$ cat src/rtl/pixie_pkg.sv
// Shared types and default sizing for the Pixie frame store.
// Latency: n/a (types and constants only).
// Backpressure: n/a.
package pixie_pkg;

    typedef enum logic [0:0] {
        FB_IDLE  = 1'b0,
        FB_CLEAR = 1'b1
    } fb_state_t;

    localparam int PIXIE_FB_DEPTH  = 512;
    localparam int PIXIE_FB_ADDR_W = 10;
    localparam int PIXIE_FB_DATA_W = 8;

    // Index width needed to address 'depth' words inside one bank (never zero).
    function automatic int fb_idx_w(input int depth);
        return (depth > 1) ? $clog2(depth) : 1;
    endfunction

endpackage

$ cat src/rtl/pixie_fb_bank.sv
// One-read/one-write synchronous RAM bank; read-before-write on address collision.
// Latency: read data registered, valid the cycle after rd_en.
// Backpressure: none; both ports accept every cycle, rd_data holds when rd_en is low.
module pixie_fb_bank
    import pixie_pkg::*;
#(
    parameter int DATA_W = PIXIE_FB_DATA_W,
    parameter int DEPTH  = PIXIE_FB_DEPTH,
    parameter int IDX_W  = fb_idx_w(DEPTH)
) (
    input  logic              clk,
    input  logic              reset,
    input  logic              wr_en,
    input  logic [IDX_W-1:0]  wr_addr,
    input  logic [DATA_W-1:0] wr_data,
    input  logic              rd_en,
    input  logic [IDX_W-1:0]  rd_addr,
    output logic [DATA_W-1:0] rd_data
);

    logic [DATA_W-1:0] mem [DEPTH];

    // Storage array: contents are deliberately not reset.
    always_ff @(posedge clk) begin
        if (wr_en) begin
            mem[wr_addr] <= wr_data;
        end
    end

    // Registered read port; sampling the array before the write lands gives old data on collision.
    always_ff @(posedge clk) begin
        if (reset) begin
            rd_data <= '0;
        end else if (rd_en) begin
            rd_data <= mem[rd_addr];
        end
    end

endmodule

$ cat src/rtl/pixie_frame_store.sv
// Pixel frame store with hardware clear engine; optional double buffering under PIXIE_FB_DOUBLE_BUF_EN.
// Latency: rd_en at cycle N gives rd_data/rd_valid at N+1; writes commit on the accepting edge.
// Backpressure: wr_ready drops for exactly DEPTH cycles while clearing; reads are never stalled.
module pixie_frame_store
    import pixie_pkg::*;
#(
    parameter int                DATA_W    = PIXIE_FB_DATA_W,
    parameter int                ADDR_W    = PIXIE_FB_ADDR_W,
    parameter int                DEPTH     = PIXIE_FB_DEPTH,
    parameter logic [DATA_W-1:0] CLEAR_VAL = '0
) (
    input  logic              clk,
    input  logic              reset,
    input  logic              wr_en,
    input  logic [ADDR_W-1:0] wr_addr,
    input  logic [DATA_W-1:0] wr_data,
    output logic              wr_ready,
    input  logic              rd_en,
    input  logic [ADDR_W-1:0] rd_addr,
    output logic [DATA_W-1:0] rd_data,
    output logic              rd_valid,
    input  logic              clear_req,
    output logic              clear_busy,
    input  logic              swap_req,
    output logic              active_bank
);

    localparam int                IW       = fb_idx_w(DEPTH);
    localparam logic [ADDR_W:0]   DEPTH_L  = (ADDR_W + 1)'(DEPTH);
    localparam logic [IW-1:0]     LAST_IDX = IW'(DEPTH - 1);

    fb_state_t         state_q;
    fb_state_t         state_d;
    logic [IW-1:0]     clr_cnt_q;

    logic              wr_in_rng;
    logic              rd_in_rng;
    logic              rd_go;

    logic              bank_we;
    logic [IW-1:0]     bank_wa;
    logic [DATA_W-1:0] bank_wd;

    logic              rd_oor_q;
    logic              rd_sel_q;
    logic [DATA_W-1:0] rd_bank_dat;

    // Addresses past the end of a bank are dropped on write and read back as zero.
    assign wr_in_rng = ({1'b0, wr_addr} < DEPTH_L);
    assign rd_in_rng = ({1'b0, rd_addr} < DEPTH_L);
    assign rd_go     = rd_en && rd_in_rng;

    // FSM state register.
    always_ff @(posedge clk) begin
        if (reset) begin
            state_q <= FB_IDLE;
        end else begin
            state_q <= state_d;
        end
    end

    // FSM next state: clear_req only starts a clear from IDLE, so a repeat pulse never restarts it.
    always_comb begin
        state_d = state_q;
        case (state_q)
            FB_IDLE:  if (clear_req)             state_d = FB_CLEAR;
            FB_CLEAR: if (clr_cnt_q == LAST_IDX) state_d = FB_IDLE;
            default:                             state_d = FB_IDLE;
        endcase
    end

    // FSM outputs: the clear engine owns the write port while active, otherwise the user write passes through.
    always_comb begin
        clear_busy = 1'b0;
        wr_ready   = 1'b1;
        bank_we    = wr_en && wr_in_rng;
        bank_wa    = wr_addr[IW-1:0];
        bank_wd    = wr_data;
        if (state_q == FB_CLEAR) begin
            clear_busy = 1'b1;
            wr_ready   = 1'b0;
            bank_we    = 1'b1;
            bank_wa    = clr_cnt_q;
            bank_wd    = CLEAR_VAL;
        end
    end

    // Clear address counter: sweeps 0..DEPTH-1 during CLEAR and parks at 0 otherwise.
    always_ff @(posedge clk) begin
        if (reset) begin
            clr_cnt_q <= '0;
        end else if (state_q == FB_CLEAR && clr_cnt_q != LAST_IDX) begin
            clr_cnt_q <= clr_cnt_q + 1'b1;
        end else begin
            clr_cnt_q <= '0;
        end
    end

    // Read sideband: valid strobe, out-of-range flag and bank select, all captured alongside the RAM read.
    always_ff @(posedge clk) begin
        if (reset) begin
            rd_valid <= 1'b0;
            rd_oor_q <= 1'b0;
            rd_sel_q <= 1'b0;
        end else begin
            rd_valid <= rd_en;
            if (rd_en) begin
                rd_oor_q <= ~rd_in_rng;
                rd_sel_q <= active_bank;
            end
        end
    end

`ifdef PIXIE_FB_DOUBLE_BUF_EN
    logic              swap_pend_q;
    logic              act_q;
    logic              do_swap;
    logic [DATA_W-1:0] rd_q0;
    logic [DATA_W-1:0] rd_q1;

    // A pending swap waits for the clear engine to finish so scan-out never sees a half-cleared frame.
    assign do_swap     = swap_pend_q && (state_q == FB_IDLE);
    assign active_bank = act_q;

    // Swap bookkeeping: pulses arriving before or with the executing swap collapse into it.
    always_ff @(posedge clk) begin
        if (reset) begin
            swap_pend_q <= 1'b0;
            act_q       <= 1'b0;
        end else begin
            swap_pend_q <= do_swap ? 1'b0 : (swap_pend_q | swap_req);
            if (do_swap) begin
                act_q <= ~act_q;
            end
        end
    end

    // Scan-out reads bank act_q; writes and clears go to the other bank.
    pixie_fb_bank #(
        .DATA_W (DATA_W),
        .DEPTH  (DEPTH),
        .IDX_W  (IW)
    ) u_bank0 (
        .clk     (clk),
        .reset   (reset),
        .wr_en   (bank_we && act_q),
        .wr_addr (bank_wa),
        .wr_data (bank_wd),
        .rd_en   (rd_go && !act_q),
        .rd_addr (rd_addr[IW-1:0]),
        .rd_data (rd_q0)
    );

    pixie_fb_bank #(
        .DATA_W (DATA_W),
        .DEPTH  (DEPTH),
        .IDX_W  (IW)
    ) u_bank1 (
        .clk     (clk),
        .reset   (reset),
        .wr_en   (bank_we && !act_q),
        .wr_addr (bank_wa),
        .wr_data (bank_wd),
        .rd_en   (rd_go && act_q),
        .rd_addr (rd_addr[IW-1:0]),
        .rd_data (rd_q1)
    );

    assign rd_bank_dat = rd_sel_q ? rd_q1 : rd_q0;
`else
    logic unused_single_bank;

    // Single bank: no swapping, scan-out always reads bank 0.
    assign active_bank        = 1'b0;
    assign unused_single_bank = swap_req ^ rd_sel_q;

    pixie_fb_bank #(
        .DATA_W (DATA_W),
        .DEPTH  (DEPTH),
        .IDX_W  (IW)
    ) u_bank0 (
        .clk     (clk),
        .reset   (reset),
        .wr_en   (bank_we),
        .wr_addr (bank_wa),
        .wr_data (bank_wd),
        .rd_en   (rd_go),
        .rd_addr (rd_addr[IW-1:0]),
        .rd_data (rd_bank_dat)
    );
`endif

    assign rd_data = rd_oor_q ? '0 : rd_bank_dat;

endmodule
$ cat config.mk
export PLATFORM = sky130hd
export DESIGN_NAME = pixie_frame_store
export DESIGN_NICKNAME = d
export VERILOG_FILES = /design/src/rtl/pixie_pkg.sv /design/src/rtl/pixie_fb_bank.sv /design/src/rtl/pixie_frame_store.sv
export SDC_FILE = /design/constraint.sdc
export NUM_CORES = 2
export LEC_CHECK = 0
export ABC_AREA = 1
export BUFFER_PORTS_ARGS = -buffer_cell sky130_fd_sc_hd__clkbuf_2
export CORE_ASPECT_RATIO = 0.7
export CORE_MARGIN = 2
export CORE_UTILIZATION = 33
export CTS_CLUSTER_DIAMETER = 40
export CTS_CLUSTER_SIZE = 16
export DETAILED_ROUTE_END_ITERATION = 10
export GPL_TIMING_DRIVEN = 0
export PLACE_DENSITY = 0.49
export SLEW_MARGIN = 5
export SYNTH_ARGS = -nofsm -noshare
export SYNTH_HDL_FRONTEND = slang
export SYNTH_SLANG_ARGS = --single-unit
$ cat constraint.sdc
create_clock -name clk -period 22.6 [get_ports clk]
set_input_delay 4.52 -clock clk [delete_from_list [all_inputs] [get_ports clk]]
set_output_delay 4.52 -clock clk [all_outputs]
set_load 0.02 [all_outputs]
* Word level (Yosys, flattened, before mapping)
Memories as Yosys holds them, arrays and structs flattened. A register that Yosys moved wholly into a read port is not among the register bits.
Cells that the tools add are included.
** Operators by class
- $lt $le $gt $ge :: 2
- Bitwise operators :: 3
- Add/sub/neg operators :: 1
- Reductions and logical operators :: 4
- Equal/unequal tests :: 2
- Mux-type cells :: 11
** Operators with widths (count)
- < comparator 10 bit, second input constant :: 2
- 2-to-1 mux 8 bit :: 2
- adder 9 x 1 -> 9 bit, second input constant :: 1
- equality test 9 bit, second input constant :: 1
- 2-to-1 mux 9 bit :: 1
- inequality test 9 bit, second input constant :: 1
- 2-to-1 mux 1 bit :: 7
- logical AND 1 bit :: 3
- inverter 1 bit :: 3
- case mux 1 bit (2 select lines) :: 1
- OR reduction 2 bit :: 1
** Storage, ports and cells
- Output and inout bits :: 12
- Memories :: 1
- Logic and storage cells :: 28
- Memory bits (writable) :: 4096
- Bits in registers :: 12
- Input bits :: 34
** Memory list
- u_bank0.mem :: words 512, bits a word 8, read ports 1, clocked after memory_dff 1, write ports 1, RTL line pixie_fb_bank.sv:21 : logic [DATA_W-1:0] mem [DEPTH];

* Longest topological paths before layout
- Depth in word-level cells :: 5
- Gate-level depth with buffers :: 17
- Mapped depth without buffers :: 13

* Hierarchy
A second synthesis with hierarchy kept.
** Unflattened totals
- Cell total of the unflattened synthesis :: 14055
- Area total of the unflattened synthesis :: 167483.1 sq um
** By module, submodules not included
- pixie_fb_bank :: area each 166737.4 sq um, sequential area each 123158.1 sq um, cells an instance 13926, instances 1
- pixie_frame_store :: area each 745.7 sq um, sequential area each 240.2 sq um, cells an instance 129, instances 1

* Worst setup path after synthesis
No wires, ideal clock.
- Path type :: input to register
- Start :: input wr_data[0]
- End :: memory u_bank0.mem[0][0] in the netlist's numbering (data pin)
- Path slack :: 3.570 ns
- Path buffers :: 0
- Stages :: 2
- Library setup time :: 2.611 ns
- Required time :: 19.989 ns
- Arrival time :: 16.419 ns
- Path through :: inv_1 > nor2_1
** Between the ends
- Cells in the longest elaborated chain, start to end :: 1
** RTL lines
- start: declaration :: RTL line pixie_frame_store.sv:16 : input logic [DATA_W-1:0] wr_data,
- 2-to-1 mux 8 bit :: RTL line pixie_frame_store.sv:79 : if (state_q == FB_CLEAR) begin
- net bank_wd[0] :: RTL line pixie_frame_store.sv:42 : logic [DATA_W-1:0] bank_wd;
- end: declaration :: RTL line pixie_fb_bank.sv:21
The timed path passes the listed nets, and every way through them passes these cells.

* Worst setup path in the final report
- Start :: input rd_addr[3]
- End :: register u_bank0.rd_data[6] (read register of u_bank0.mem)
** Between the ends
- Cells in the longest elaborated chain, start to end :: 2
** RTL lines
- start: declaration :: RTL line pixie_frame_store.sv:19 : input logic [ADDR_W-1:0] rd_addr,
- < comparator 10 bit :: RTL line pixie_frame_store.sv:50 : assign rd_in_rng = ({1'b0, rd_addr} < DEPTH_L);
- logical AND 1 bit :: RTL line pixie_frame_store.sv:51 : assign rd_go = rd_en && rd_in_rng;
- end: declaration :: RTL line pixie_fb_bank.sv:18 : output logic [DATA_W-1:0] rd_data
Several ways; a longest one is shown, not always the timed one.
A chain may end at the register's enable or synchronous reset.

==> flow_summary.toml <==
[clock_tree]
cts.sinks = 4116
cts.repair.resized = 0
cts_post_setup_buffers_inserted = 0
cts_tree = "built"
holdBufCountCts = 0
cts_buffer_depth = 4
path_clk_slew_ps = 60
cts_made_buffers = 480
root_buffer = "clkbuf_16"
htree_levels = 5
clock_latency_ps = 1060

[grt]
antenna_found_initial = 109
overflow = 0
grt_max_degree = 43
grt_pass1_vias = 110000
grt_pass1_wl_um = 1050000
grt_use_total_pct = 30.6

[layout]
layout.cells.non_filler = 21900
ff_latch_area_mm2 = 0.123
area_growth_pct = 17.5
final_net_count = 14800
fillers = 48400
layout-drive-gt1-share_pct = 12.4
fin_util_pct = 39.0
multi_input_area_mm2 = 0.0386

[die]
die_area_mm2 = 0.513
ios = 46
rows = 218
fp.dieH_um = 600
die_x_um = 856
core_area_mm2 = 0.505
start_util_pct = 33.2

[logic_synthesis]
syn_inst = 14000
synth_seq_area_share_pct = 73.7
synth-xor-area-share_pct = 0.0105
synth_top_family_by_area = "simple AND/OR/NAND/NOR gates"
ys_types = 25
synthAdderAreaFrac_pct = 0.0149
yosysWarningCount = 0
ys_seq_elements = 4116
synth-compound-area-share_pct = 0.0493
syn_area_mm2 = 0.168
syn_nets = 14100
yosys.area_share.simple_pct = 22.9
muxShareOfSynthArea_pct = 0
syn-mean-instance-area_um2 = 11.9

[place]
io_buffers = 36
pre_cts_ws_ps = 13260
gp_congestion = 1.03
dpl.hpwl_um = 600000
dp_cells = 20900

[min_path]
whs_path_depth = 1
hold_end = "clr_cnt_q[0]"
hold_start = "clr_cnt_q[0]"
hold_path_class = "flop to flop"

[detailed_routing]
viasPerCell = 5.82
drc_errors = 0
drt_iter0_drc = 26000
num_vias = 127000
ant_nets = 0
firstDrtPassIters = 9
totalWireLength_um = 815000
drt-wirelength-per-cell_um = 37.2

[worst_setup_path]
worstPathRequired_ps = 23530
r2r_slack_ps = 16930
timing.rr.end = "u_bank0.mem[398][0]"
cp_top_family = "buffers and inverters"
crit_path_max_fanout = 10
path_class = "input port to flop"
worstSetupEndpointType = "flop"
crit_buf_inv = 4
crit_slowest_cell = "buf_1"
cp_cell_sequence = "clkbuf_1, clkbuf_2, buf_12, buf_1, nand3_1, nand3_1, nand3_1, nand3_1, nand3_1, nand2_1, nand2_1, nand3_1, nand2_1"
start_kind = "input port"
worstPathArrival_ps = 9720
crit_path_max_incr_delay_ps = 1010
rr_startpoint = "state_q"
r2r_cells = 9
cp_common_cell = "nand3_1"

[timing]
setup_viol = 0
rsz0062_at_grt = "no"
finalHoldViolations = 0
fmax_ghz = 0.114
slew_headroom_pct = -5.71
timing.hold.ws_ps = 451
finClkSkew_ps = 101
timing.final.crit_share_pct = 38.9
tightest_slew_ps = 1590
final.setup.tns_ps = 0
layout_min_cycle_time_ps = 8790
fin_ws_ps = 13810
slew_violations = 33

[power_and_ir_drop]
p_leak_nw = 68.8
pwr_density_cell_mw_per_mm2 = 94.7
ir_worst_vdd_mv = 0.0751

[run]
cap_violations = 4

[run_status]
violations = "max-capacitance violations, max-slew violations"
status = "finished, violations left"
## layer usage
layer | vias to the layer above | global-route usage [%] | share of wire (%)
met5 | - | 1.68 | 0.20
met4 | 65 | 9.81 | 3.6
met3 | 1287 | 16.3 | 18
met2 | 10100 | 37.0 | 36
met1 | 64400 | 45.3 | 42
li1 | 51500 | - | -
## placed cells by master (no fill, tap or decap), drive strengths merged
| master | n |
|---|---|
| nand2 | 4206 |
| edfxtp | 4096 |
| nand3 | 4074 |
| buf | 1039 |
| clkbuf | 681 |
| nor2 | 555 |
| inv | 159 |
| clkinv | 151 |
| clkinvlp | 63 |
| bufinv | 58 |
| diode | 51 |
| dfxtp | 20 |
| o21ai | 12 |
| nor3 | 10 |
| a21oi | 3 |
| xor2 | 2 |
| ha | 2 |
| or2 | 1 |
| nor4 | 1 |
| nor3b | 1 |
| o21a | 1 |
| conb | 1 |
## area by class of cell
class | instances | share of cell area (%)
antenna | 51 | 0.0648
buffer | 989 | 2.82
clock buffer | 517 | 6.29
clock inverter | 383 | 2.22
inverter | 48 | 0.0928
multi-input combinational | 8869 | 19.6
sequential | 4116 | 62.7
tap | 6710 | 4.27
timing repair buffer | 214 | 1.95
## cells in the mapped netlist
| cell type | count | area [um^2] |
|---|---|---|
| nor3b_1 | 1 | 7.51 |
| buf_12 | 1 | 20.0 |
| or2_2 | 1 | 6.26 |
| clkbuf_1 | 126 | 473 |
| buf_4 | 128 | 961 |
| edfxtp_1 | 4096 | 123000 |
| conb_1 | 1 | 3.75 |
| xor2_1 | 2 | 17.5 |
| o21a_1 | 1 | 7.51 |
| inv_2 | 3 | 11.3 |
| nor2_1 | 555 | 2080 |
| nand3_1 | 4074 | 20400 |
| nand2_1 | 4206 | 15800 |
| nor3_1 | 10 | 50.1 |
| o21ai_0 | 12 | 60.1 |
| inv_4 | 1 | 6.26 |
| buf_8 | 1 | 15.0 |
| dfxtp_1 | 20 | 400 |
| nor4_1 | 1 | 6.26 |
| buf_2 | 522 | 2610 |
| ha_1 | 2 | 25.0 |
| buf_6 | 82 | 923 |
| inv_1 | 44 | 165 |
| a21oi_1 | 3 | 15.0 |
| buf_1 | 129 | 484 |
## worst max path at each step
stage | startpoint | endpoint | cells after the start
after floorplan | wr_data[0] | u_bank0.mem[0][0] | 2
after global placement | wr_data[2] | u_bank0.mem[193][2] | 3
after detailed placement | rd_addr[1] | u_bank0.rd_data[5] | 15
after CTS | rd_addr[1] | u_bank0.rd_data[5] | 15
after global routing | rd_addr[1] | u_bank0.rd_data[5] | 15
final | rd_addr[3] | u_bank0.rd_data[6] | 13
## metrics by stage
stage / area [um^2] / power (W)
floorplan: 168000 / 0.00946
global placement: 176000 / 0.0106
detailed placement: 180000 / 0.0103
CTS: 197000 / 0.0185
global route: 197000 / 0.0189
finish: 197000 / 0.0186
## cells by family after synthesis
| group | after synthesis |
|---|---|
| xor gates and xnor gates | 2 |
| other | 1 |
| AOI/OAI and AO/OA | 16 |
| DFF | 4116 |
| and+or+nand+nor | 8848 |
| adders and majority gates | 2 |
| buffers and inverters | 1037 |
## registers in the layout, indices dropped and copies added (netlist names)
| name | count |
|---|---|
| clr_cnt_q | 9 |
| rd_valid | 1 |
| rd_oor_q | 1 |
| u_bank0.rd_data | 8 |
| u_bank0.mem | 4096 |
| state_q | 1 |
## report_power, final
group          leakage [nW]  total [W]  switching, W  internal [W]
Clock                  8.02    0.00838       0.00365       0.00472
Sequential             37.3    0.00850    0.00000335       0.00850
Combinational          23.4    0.00177       0.00142      0.000348
Total                  68.8     0.0186       0.00508        0.0136
Note: power is estimated with default switching activity, not from simulation.
